[config.mk]
export PLATFORM = sky130hd
export DESIGN_NAME = stage_sequencer
export DESIGN_NICKNAME = d
export VERILOG_FILES = /design/src/rtl/stage_sequencer.sv
export SDC_FILE = /design/constraint.sdc
export NUM_CORES = 1
export LEC_CHECK = 0
export ABC_AREA = 1
export ABC_CLOCK_PERIOD_IN_PS = 1600
export BUFFER_PORTS_ARGS = -buffer_cell sky130_fd_sc_hd__buf_4
export CORE_MARGIN = 2
export CORE_UTILIZATION = 47
export CTS_CLUSTER_SIZE = 25
export DETAILED_ROUTE_END_ITERATION = 12
export PLACE_DENSITY = 0.87
export REMOVE_ABC_BUFFERS = 1
export SLEW_MARGIN = 25
export SYNTH_ARGS = -nofsm -noshare
export SYNTH_HDL_FRONTEND = slang
export SYNTH_SLANG_ARGS = --single-unit
[constraint.sdc]
create_clock -name i_clock -period 1.6 [get_ports i_clock]
set_input_delay 0.16 -clock i_clock [delete_from_list [all_inputs] [get_ports i_clock]]
set_output_delay 0.16 -clock i_clock [all_outputs]
set_load 0.005 [all_outputs]
[src/rtl/stage_sequencer.sv]
// Instruction stage sequencer: FETCH -> DECODE -> EXEC (per-element) -> WB, with HALT.
// Latency: 4 cycles per scalar instruction, 3 + max(1, vle) cycles per vector instruction without memory waits.
// Backpressure: EXEC holds an element until mem_ready is seen when mem_op is set; HALT is left only by reset.
module stage_sequencer #(
    parameter int XLEN     = 32,
    parameter int NUM_ELEM = 16,
    parameter int ELEM_W   = 4,
    parameter int PC_STEP  = 1,
    parameter int RESET_PC = 0
) (
    input  logic              i_clock,
    input  logic              i_reset,
    input  logic              i_vec_op,
    input  logic              i_mem_op,
    input  logic              i_mem_ready,
    input  logic [ELEM_W:0]   i_vl,
    input  logic              i_br_taken,
    input  logic [XLEN-1:0]   i_br_target,
    input  logic              i_halt_req,
    output logic [XLEN-1:0]   o_pc,
    output logic              o_stg_fetch,
    output logic              o_stg_decode,
    output logic              o_stg_exec,
    output logic              o_stg_wb,
    output logic [ELEM_W-1:0] o_ele_index,
    output logic              o_elem_valid,
    output logic              o_ele_last,
    output logic              o_retire,
    output logic              o_halted
);

    typedef enum logic [2:0] {
        S_FETCH  = 3'd0,
        S_DECODE = 3'd1,
        S_EXEC   = 3'd2,
        S_WB     = 3'd3,
        S_HALT   = 3'd4
    } state_t;

    localparam logic [ELEM_W:0]   L_NUM_ELEM = (ELEM_W+1)'(NUM_ELEM);
    localparam logic [XLEN-1:0]   L_PC_STEP  = XLEN'(PC_STEP);
    localparam logic [XLEN-1:0]   L_RESET_PC = XLEN'(RESET_PC);

    state_t            r_state;
    state_t            w_next;
    logic [XLEN-1:0]   r_pc;
    logic [ELEM_W-1:0] r_ele_index;

    logic [ELEM_W:0]   w_vle;
    logic              w_vec_empty;
    logic              w_elem_valid;
    logic              w_is_last;
    logic              w_elem_done;

    // Element bookkeeping: clamp vl to the hardware limit and qualify the active element.
    always_comb begin
        w_vle        = (i_vl > L_NUM_ELEM) ? L_NUM_ELEM : i_vl;
        w_vec_empty  = i_vec_op && (w_vle == '0);
        w_elem_valid = (r_state == S_EXEC) && !w_vec_empty;
        // vle-1 wraps when vle==0, but elem_valid masks that case out.
        w_is_last    = !i_vec_op || ({1'b0, r_ele_index} == (w_vle - 1'b1));
        w_elem_done  = w_elem_valid && (!i_mem_op || i_mem_ready);
    end

    // State register; reset lands directly in FETCH so the first fetch is the cycle reset drops.
    always_ff @(posedge i_clock or posedge i_reset) begin
        if (i_reset) begin
            r_state <= S_FETCH;
        end else begin
            r_state <= w_next;
        end
    end

    // Next-state and stage enables, decoded from the state register only.
    always_comb begin
        w_next       = r_state;
        o_stg_fetch  = 1'b0;
        o_stg_decode = 1'b0;
        o_stg_exec   = 1'b0;
        o_stg_wb     = 1'b0;
        o_retire     = 1'b0;
        o_halted     = 1'b0;
        case (r_state)
            S_FETCH: begin
                o_stg_fetch = 1'b1;
                w_next      = S_DECODE;
            end
            S_DECODE: begin
                o_stg_decode = 1'b1;
                w_next       = S_EXEC;
            end
            S_EXEC: begin
                o_stg_exec = 1'b1;
                if (w_vec_empty || (w_elem_done && w_is_last)) begin
                    w_next = S_WB;
                end
            end
            S_WB: begin
                o_stg_wb = 1'b1;
                o_retire = 1'b1;
                w_next   = i_halt_req ? S_HALT : S_FETCH;
            end
            S_HALT: begin
                o_halted = 1'b1;
            end
            default: begin
                w_next = S_FETCH;
            end
        endcase
    end

    // PC advances or redirects in WB; element index steps on each non-final element completion.
    always_ff @(posedge i_clock or posedge i_reset) begin
        if (i_reset) begin
            r_pc        <= L_RESET_PC;
            r_ele_index <= '0;
        end else if (r_state == S_WB) begin
            r_pc        <= i_br_taken ? i_br_target : (r_pc + L_PC_STEP);
            r_ele_index <= '0;
        end else if (w_elem_done && !w_is_last) begin
            r_ele_index <= r_ele_index + ELEM_W'(1);
        end
    end

    assign o_pc         = r_pc;
    assign o_ele_index  = r_ele_index;
    assign o_elem_valid = w_elem_valid;
    assign o_ele_last   = w_elem_valid && w_is_last;

endmodule

==> results of run 1 <==
## cell type report
cell class / instances / area (sq um) / share of cell area [%]
multi-input cells: 359 / 2070 / 43.6
clock inverters: 1 / 5.00 / 0.105
clock buffers: 6 / 82.6 / 1.74
repair buffers: 161 / 1300 / 27.4
flip-flops and latches: 39 / 983 / 20.7
inverters: 57 / 214 / 4.51
well taps: 75 / 93.8 / 1.98
## kinds of logic (layout without fill, tap and decap cells)
family | count (synthesis) | in the layout | synth area share, %
simple gates | 280 | 280 | 41.5
buf+inv | 72 | 225 | 9.54
fa+ha+maj | 3 | 3 | 1.27
flops | 39 | 39 | 32.9
compound gates | 69 | 69 | 12.7
xor+xnor | 7 | 7 | 2.07
## flip-flops by register name (all words and copies together) (netlist names)
register,flops
o_ele_index,4
r_state,3
o_pc,32
## worst max-delay path: stages
cell     delay [ns]
buf_4          0.14
nor2_4         0.09
nand2_2        0.09
nand2_4        0.11
nand2_4        0.09
ha_4           0.28
inv_2          0.03
nand2_2        0.06
nand2_2        0.06
nor2_2         0.09
nand2_1        0.07
nor2_1         0.12
nand3_2        0.12
nand2_2        0.09
inv_2          0.05
nor2_2         0.07
buf_4          0.11
## power by group
group	switching (mW)	leakage [nW]	total, mW	internal, mW
combinational	2.56	1.92	4.69	2.13
clock	0.377	0.0470	0.717	0.339
sequential	0.602	0.468	2.08	1.47
total	3.54	2.43	7.48	3.94
## metrics by stage
stage / instance area (sq um) / TNS (ns)
after floorplan: 2900 / -30.08
after global placement: 3930 / -1.45
after detailed placement: 3930 / -2.82
after CTS: 4340 / -0.703
after global routing: 4750 / -3.65
final: 4750 / -2.62
## metal layers
layer,vias up,GRT usage [%],part of all wire [%]
met5,-,0,0
met4,0,14.1,7.8
met3,114,5.17,11
met2,391,54.6,48
met1,1929,37.3,33
li1,1813,-,-
## cell usage in the layout, fill, tap and decap left out, types with 6 or more instances in the layout
cell	count
nand2_1	116
inv_1	52
buf_4	145
nand3_2	9
nor3_2	7
nand2_2	19
xor2_1	7
nand4_1	6
nand2_4	8
o21ai_1	10
dfrtp_2	6
nand3b_1	6
clkbuf_8	6
buf_6	12
dfrtp_1	33
a21oi_1	14
nor2_1	55
nor2_2	6
o22ai_1	9
o21ai_0	25
nand3_1	19
nor2_4	11
## how the worst max path moves through the flow
stage               start              to  slack (ns)  cells after the start
2_1_floorplan  r_state[2]         o_pc[5]       -1.08                      8
4_1_cts           i_vl[1]      o_ele_last       -0.27                     17
5_1_grt           i_vl[0]      o_ele_last       -0.46                     17
3_5_place_dp      i_vl[0]  o_ele_index[3]       -0.49                     15
6_report          i_vl[2]      o_ele_last       -0.38                     17
3_3_place_gp      i_vl[0]      o_ele_last       -0.29                     15
## repair_timing
action	in CTS	in global routing
setup endpoints to repair	12	30
buffers inserted	30	22
endpoints found under the hold margin	0	0
gates resized for setup	40	79
pin swaps	21	45
==> reports/results.ini, run 1 <==
[run_status]
status = finished with violations
violations = negative setup slack

[placement]
hpwl_um = 7010
dp_cells = 652
gp_congestion = 0.885
io_buffers = 87
place_ws_ns = -0.487

[detailed_routing]
drt-pass1-iter-count = 6
viasPerCell = 6.08
num_vias = 4247
postRouteAntennaNets = 0
totalWireLength_um = 13200
wire_per_inst_um = 18.9
drc = 0
drtIter0Drc = 686

[setup_path]
r2r_slack_ns = -0.22
r2r_end = o_ele_index[2]
cp_max_fo = 3
cp.arrival_ns = 1.82
required_ns = 1.44
cp-start-kind = input pin
crit_type = in2out
end_kind = output pin
r2r_cells = 9
r2r-start = r_state[2]

[hold_path]
hold_path.class = in2async

[timing]
post-route-min-period_ns = 1.98
fmax_mhz = 504
fin_skew_ns = 0.00673
fin_ws_ns = -0.384
rsz0062_at_grt = true
final-setup-viol-count = 15
holdWs_ns = 0.0109
worst_pin_slew_ns = 0.552
final_hold_viol_count = 0
relSlewSlack_pct = 63.2
fin_crit_sh_pct = 124
maxSlewViolCount = 0

[power_and_ir_drop]
powerDensity_nw_per_um2 = 1580
p_total_mw = 7.48
power.leakage_nw = 2.43
ir_worst_vdd_uv = 1250

[grt]
grt_usage_pct = 31.2
overflow = 0
antenna_found_initial = 0
grt_pass1_vias = 3755
grt_pass1_wl_um = 17800
grt_max_degree = 40

[synth]
synthTopCellsByArea = dfrtp_1 (33%), nand2_1 (18%), nor2_1 (8.6%)
synth_area_sq_um = 2960
synth_warnings = 0
syn_area_per_cell_sq_um = 6.31
synth_most_common_cell = nand2_1
synth_cells = 470
synth_top_area_share_pct = 32.9
synthArstFlopShare_pct = 100
synthFlopType = dfrtp_1
synth_edf_count = 0
synth_top_area_cell = dfrtp_1
yosysSeqAreaShare_pct = 32.9
synth_cell_type_count = 36
synth_seq_cells = 39
synth_common_cells = nand2_1 (140), nor2_1 (68), inv_1 (55)

[clocking]
htree_levels = 2
ctsHoldBuffers = 0
cts_sinks = 39
clockBufferDepth = 2
clk_pin_slew_ns = 0.08
cts_tree = done
root_buffer = clkbuf_8
cts_made_buffers = 5
worstSkewPairLatency_ns = 0.30

[layout]
fin_util_pct = 79.3
area_delta_synth_final_pct = 60.2
drive_above_1_share_pct = 41.3
fin_cells = 698
fin_nets = 670
antenna_cells = 0
fill_cells = 377

[run]
maxCapViolCount = 0

[floorplanning]
core_area_sq_um = 5990
rows = 28
start_util_pct = 49.5
num_io_pins = 88
die_w_um = 83.4
design.die.area_sq_um = 6960
die_height_um = 83.4

(Power assumes the default switching activity.)
==> run 2, diff against run 1 <==
CELL_PAD_IN_SITES_DETAIL_PLACEMENT = 0   (was not set)
CELL_PAD_IN_SITES_GLOBAL_PLACEMENT = 2   (was not set)
CORE_UTILIZATION = 24   (was 47)
PLACE_DENSITY = 0.86   (was 0.87)
TNS_END_PERCENT = 1   (was not set)
==> run 2 against run 1 <==
Compared with the run above:
- non-clock buffer count is 18 lower
- the flow still finishes with violations (negative setup slack)
- final area is 4.2% lower
- combinational power is 14% lower
- highest routed layer unchanged
- via count is 18% lower
- critical path depth stayed put
- wire length is 20% lower
- utilization is 41 points lower
- count of clock-buffer cells in the layout is 1 higher
- worst setup slack better by 0.18 ns
- first-iteration DRC count is 74% lower
- sequential share of layout area is 0.84 points higher
- hold slack better by 0.0043 ns
==> reports/results.ini, run 2 (synthesized netlist as in run 1, its figures left out) <==
[grt]
grt_usage_pct = 15.8
overflow = 0
grt_pass1_vias = 3396
antenna_found_initial = 0
grt_pass1_wl_um = 16500
grt_max_degree = 40

[timing]
fin_crit_sh_pct = 112
fmax_mhz = 556
post-route-min-period_ns = 1.80
fin_ws_ns = -0.199
holdWs_ns = 0.0152
worst_pin_slew_ns = 0.541
fin_skew_ns = 0.00987
relSlewSlack_pct = 64.0
final-setup-viol-count = 7
maxSlewViolCount = 0
final_hold_viol_count = 0
rsz0062_at_grt = true
tns_ns = -0.423

[detailed_routing]
num_vias = 3465
wire_per_inst_um = 14.0
postRouteAntennaNets = 0
drtIter0Drc = 177
drt-pass1-iter-count = 4
drc = 0
totalWireLength_um = 10500
viasPerCell = 4.60

[setup_path]
cp-start-kind = input pin
required_ns = 1.44
end_kind = output pin
crit_start = i_vl[1]
r2r-start = o_ele_index[2]
crit_type = in2out
cp.arrival_ns = 1.64
cp_max_fo = 3

[floorplanning]
core_area_sq_um = 12000
die_w_um = 115
design.die.area_sq_um = 13300
die_height_um = 115
start_util_pct = 24.7
num_io_pins = 88
rows = 40

[power_and_ir_drop]
netSwitchingFraction_pct = 43.0
sequentialPowerShare_pct = 28.4
power.leakage_nw = 2.31
clockPowerShare_pct = 14.8
pwr-share-comb_pct = 56.8
p_int_mw = 4.06
power_switching_mw = 3.07
powerDensity_nw_per_um2 = 1570
ir_worst_vdd_uv = 411
p_total_mw = 7.12

[layout]
fin_util_pct = 37.9
layout_commonest_cell = buf_4
fin_area_sq_um = 4550
drive_above_1_share_pct = 33.7
area_delta_synth_final_pct = 53.5
fill_cells = 1300
largest_reg_flops = 32
final_cell_mix = buf_4 (135), nand2_1 (131), nor2_1 (58), inv_1 (53), dfrtp_1 (35)
antenna_cells = 0
fin_cells = 753
fin_nets = 652

[clocking]
cts_tree = done
cts_sinks = 39
htree_levels = 2
cts_made_buffers = 5
root_buffer = clkbuf_16
worstSkewPairLatency_ns = 0.29
ctsHoldBuffers = 0
clockBufferDepth = 2
clk_pin_slew_ns = 0.06

[placement]
gp_congestion = 0.828
placed_area_sq_um = 4110
hpwl_um = 7870
io_buffers = 87
dp_cells = 736
place_ws_ns = -0.378

[run_status]
status = finished with violations
violations = negative setup slack

[run]
maxCapViolCount = 0

[hold_path]
hold_path.class = in2async

==> run 2: cell count changes in the layout (fill, tap and decap cells not counted), moves of 7 or more <==
cell	change
nand2_1	+15
nand2_2	-12
buf_4	-10
nand3_1	+8
buf_6	-7
nand3_2	-7
==> run 2: worst paths after layout <==
path,endpoint,slack [ns],cells past startpoint
worst max-delay path,o_ele_last,-0.20,17
worst max register to register,r_state[0],-0.09,11
max in group asynchronous,o_pc[19],1.19,3
worst min-delay path,r_state[1],0.02,3
worst min register to register,o_pc[31],0.54,2
min in group i_clock,r_state[2],0.08,2
==> run 2: per-layer routing <==
metal | GRT usage [%] | part of all wire (%) | wire [um]
met1 | 19.8 | 45 | 4730
met2 | 27.9 | 49 | 5200
met4 | 4.74 | 1.6 | 166
met3 | 2.74 | 3.9 | 413
met5 | 0 | 0 | 0
==> run 2: cell type report <==
| class | instances | area [sq um] | share of cell area, % |
|---|---|---|---|
| well taps | 147 | 184 | 4.04 |
| inverters | 57 | 214 | 4.70 |
| multi-input cells | 359 | 1900 | 41.7 |
| repair buffers | 143 | 1120 | 24.7 |
| clock inverters | 1 | 8.76 | 0.192 |
| flip-flops and latches | 39 | 981 | 21.6 |
| clock buffers | 7 | 143 | 3.13 |
==> run 2: repair_timing <==
item | CTS | global route
setup endpoints to repair | 11 | 33
gates resized for setup | 22 | 38
pin swaps | 13 | 14
buffers inserted | 7 | 2
==> run 2: power by group through the flow <==
stage	Combinational (mW)	Sequential, mW	Clock, mW
global route	4.50	2.10	1.12
detailed placement	3.84	1.97	0
global placement	3.79	1.96	0
finish	4.04	2.02	1.06
CTS	3.91	1.96	1.07
floorplan	1.70	2.01	0
==> run 2: critical path: stages <==
cell and delay, ns:
buf_8 0.10, nor2_4 0.10, nand2_2 0.07, nand2_4 0.09, nand2_4 0.06, ha_4 0.26, inv_2 0.02, nand2_1 0.04
nand2_1 0.05, nor2_1 0.09, nand2_1 0.06, nor2_1 0.08, nand3_1 0.10, nand2_1 0.12, inv_2 0.05, nor2_2 0.07
buf_4 0.11
==> run 3, diff against run 2 <==
ABC_AREA = not set   (was 1)
CORE_UTILIZATION = 25   (was 24)
GPL_ROUTABILITY_DRIVEN = 0   (was not set)
PLACE_DENSITY = 0.85   (was 0.86)
==> run 3 against run 2 <==
Compared with the run above:
- the run ends with negative hold slack, negative setup slack left
- via count is 15% lower
- largest power group unchanged
- clock power is 36% lower
- critical path depth is 10 lower
- largest cell class unchanged
==> reports/results.ini, run 3 <==
[run_status]
status = finished with violations
violations = negative hold slack, negative setup slack

[detailed_routing]
postRouteAntennaNets = 0
drc = 0
num_vias = 2960
wire_per_inst_um = 15.0
viasPerCell = 4.97
drt-pass1-iter-count = 4
totalWireLength_um = 8930
drtIter0Drc = 115

[grt]
grt_pass1_vias = 2954
grt_pass1_wl_um = 14500
use_met3_pct = 2.82
met1_usage_pct = 20.9
busiest_layer = met2
antenna_found_initial = 0
grt_max_degree = 40
grt_usage_pct = 16.3
overflow = 0
grt_use_met2_pct = 28.5

[floorplanning]
design.die.area_sq_um = 10800
start_util_pct = 25.7
core_area_sq_um = 9770
die_height_um = 104
rows = 36
die_w_um = 104
num_io_pins = 88

[clocking]
clk_pin_slew_ns = 0.08
htree_levels = 2
cts_tree = done
cts_made_buffers = 5
ctsHoldBuffers = 0
clockBufferDepth = 2
root_buffer = clkbuf_8
worstSkewPairLatency_ns = 0.30
cts_sinks = 39

[setup_path]
cp-start-kind = register
cp_max_fo = 5
cpLargestDelayFamily = simple AND/OR/NAND/NOR gates
slowest_delay_ns = 0.41
required_ns = 1.78
path_cells = buf_6, and4_4, nand2_2, or3_4, or3_1, o21ai_1, a21oi_1
cpMaxStageDelayCell = dfrtp_1
cp.arrival_ns = 1.96
r2r_slack_ns = -0.17
r2r_cells = 7
end_kind = register
crit_type = reg2reg
critPathBufInv = 1
r2r_end = o_pc[13]
r2r-start = o_pc[0]

[timing]
final_hold_viol_count = 6
fin_ws_ns = -0.173
rsz0062_at_grt = true
post-route-min-period_ns = 1.77
maxSlewViolCount = 0
holdWs_ns = -0.00556
fin_crit_sh_pct = 111
worst_pin_slew_ns = 0.541
fin_skew_ns = 0.0125
fmax_mhz = 564
final-setup-viol-count = 23
relSlewSlack_pct = 63.9

[power_and_ir_drop]
ir_worst_vdd_uv = 446
powerDensity_nw_per_um2 = 1500
p_int_mw = 3.74
netSwitchingFraction_pct = 39.9
sequentialPowerShare_pct = 28.8
pwr-share-comb_pct = 60.3
clockPowerShare_pct = 11.0
power.leakage_nw = 1.84
power_switching_mw = 2.49

[synth]
synth_cells = 302
synth_top_area_share_pct = 38.9
yosysSeqAreaShare_pct = 38.9
syn_area_per_cell_sq_um = 8.30
synth_top_area_cell = dfrtp_1
synthFlopType = dfrtp_1
synth_common_cells = a21oi_1 (39), dfrtp_1 (39), nor2_1 (25)
synth_seq_cells = 39
synthTopCellsByArea = dfrtp_1 (39%), a21oi_1 (7.8%), o21ai_0 (3.8%)
synthArstFlopShare_pct = 100
synth_cell_type_count = 58
synth_edf_count = 0
synth_warnings = 0
synth_area_sq_um = 2510

[layout]
layout_commonest_cell = buf_4
final_cell_mix = buf_4 (155), a21oi_1 (38), dfrtp_1 (38), nor2_1 (23), nand2_1 (22)
fin_nets = 509
area_delta_synth_final_pct = 65.8
largest_reg_flops = 32
fin_area_sq_um = 4160
antenna_cells = 0
drive_above_1_share_pct = 45.4
fin_cells = 596

[placement]
place_ws_ns = -0.288
io_buffers = 87
hpwl_um = 6580
placed_area_sq_um = 3830
dp_cells = 579

[hold_path]
hold_path.class = in2async

[run]
maxCapViolCount = 0

run 3: changes by cell type after synthesis, moves of 6 or more:
cell / change
inv_1: -45
nand2_1: -117
nor2_1: -43
a21oi_1: +22
o21ai_1: +7
o21ai_0: -10
xor2_1: -6
nand3_1: -16
buf_2: -7
clkbuf_1: +10
run 3: timing repair:
| item | CTS | global route |
|---|---|---|
| endpoints found under the setup margin | 27 | 30 |
| setup buffers | 5 | 4 |
| pin swaps | 9 | 13 |
| gates resized for setup | 18 | 25 |
run 3: layout make-up:
class                      count  area [sq um]
sequential                    39           977
multi-input combinational    237          1560
timing repair buffer         168          1330
inverter                      11          46.3
clock inverter                 1          5.00
tap                          133           166
fill                        1022          5620
clock buffer                   7          76.3
run 3: worst register-to-register path, cell delays in order, from the launching register on:
cell and delay, ns:
dfrtp_1 0.41, buf_6 0.13, and4_4 0.21, nand2_2 0.07
or3_4 0.36, or3_1 0.33, o21ai_1 0.08, a21oi_1 0.07
run 3: cell families after synthesis:
group | count (synthesis) | share of synthesized area (%)
AND/OR/NAND/NOR | 118 | 25.8
AO/OA/AOI/OAI | 109 | 26.8
flip-flops | 39 | 38.9
buffers and inverters | 26 | 4.04
XOR/XNOR | 4 | 1.70
multiplexers | 3 | 1.20
adder cells (fa/ha/maj) | 3 | 1.50
run 3: per-stage QoR:
step                total power, mW  TNS (ns)  hold slack [ns]  utilization [%]
floorplan                      3.12    -19.29            0.252                -
global placement               5.25     -3.72            0.343             39.2
detailed placement             5.30     -4.43            0.340             39.2
CTS                            6.08     -2.53           0.0125             41.1
global route                   6.70     -4.57           0.0418             42.5
finish                         6.22     -1.98         -0.00556             42.5
run 3: routing by layer:
layer	part of all wire [%]	vias up
met5	0	-
met4	0.95	0
met3	3.6	11
met2	51	71
met1	44	1428
li1	-	1450
run 3: worst max-delay path by stage:
stage                     from              to  cells after the start
finish                 o_pc[0]        o_pc[13]                      7
detailed placement     i_vl[4]  o_ele_index[3]                      9
CTS                    o_pc[1]        o_pc[23]                      7
floorplan           r_state[2]        o_pc[24]                      5
global route           o_pc[0]        o_pc[30]                      9
global placement       o_pc[0]        o_pc[28]                      7
run 3: power groups by stage:
| stage | Combinational (mW) | Clock [mW] | Sequential, mW |
|---|---|---|---|
| 2_1_floorplan | 1.17 | 0 | 1.94 |
| 3_5_place_dp | 3.54 | 0 | 1.76 |
| 3_3_place_gp | 3.50 | 0 | 1.75 |
| 6_report | 3.75 | 0.683 | 1.79 |
| 5_1_grt | 4.11 | 0.737 | 1.86 |
| 4_1_cts | 3.62 | 0.703 | 1.75 |
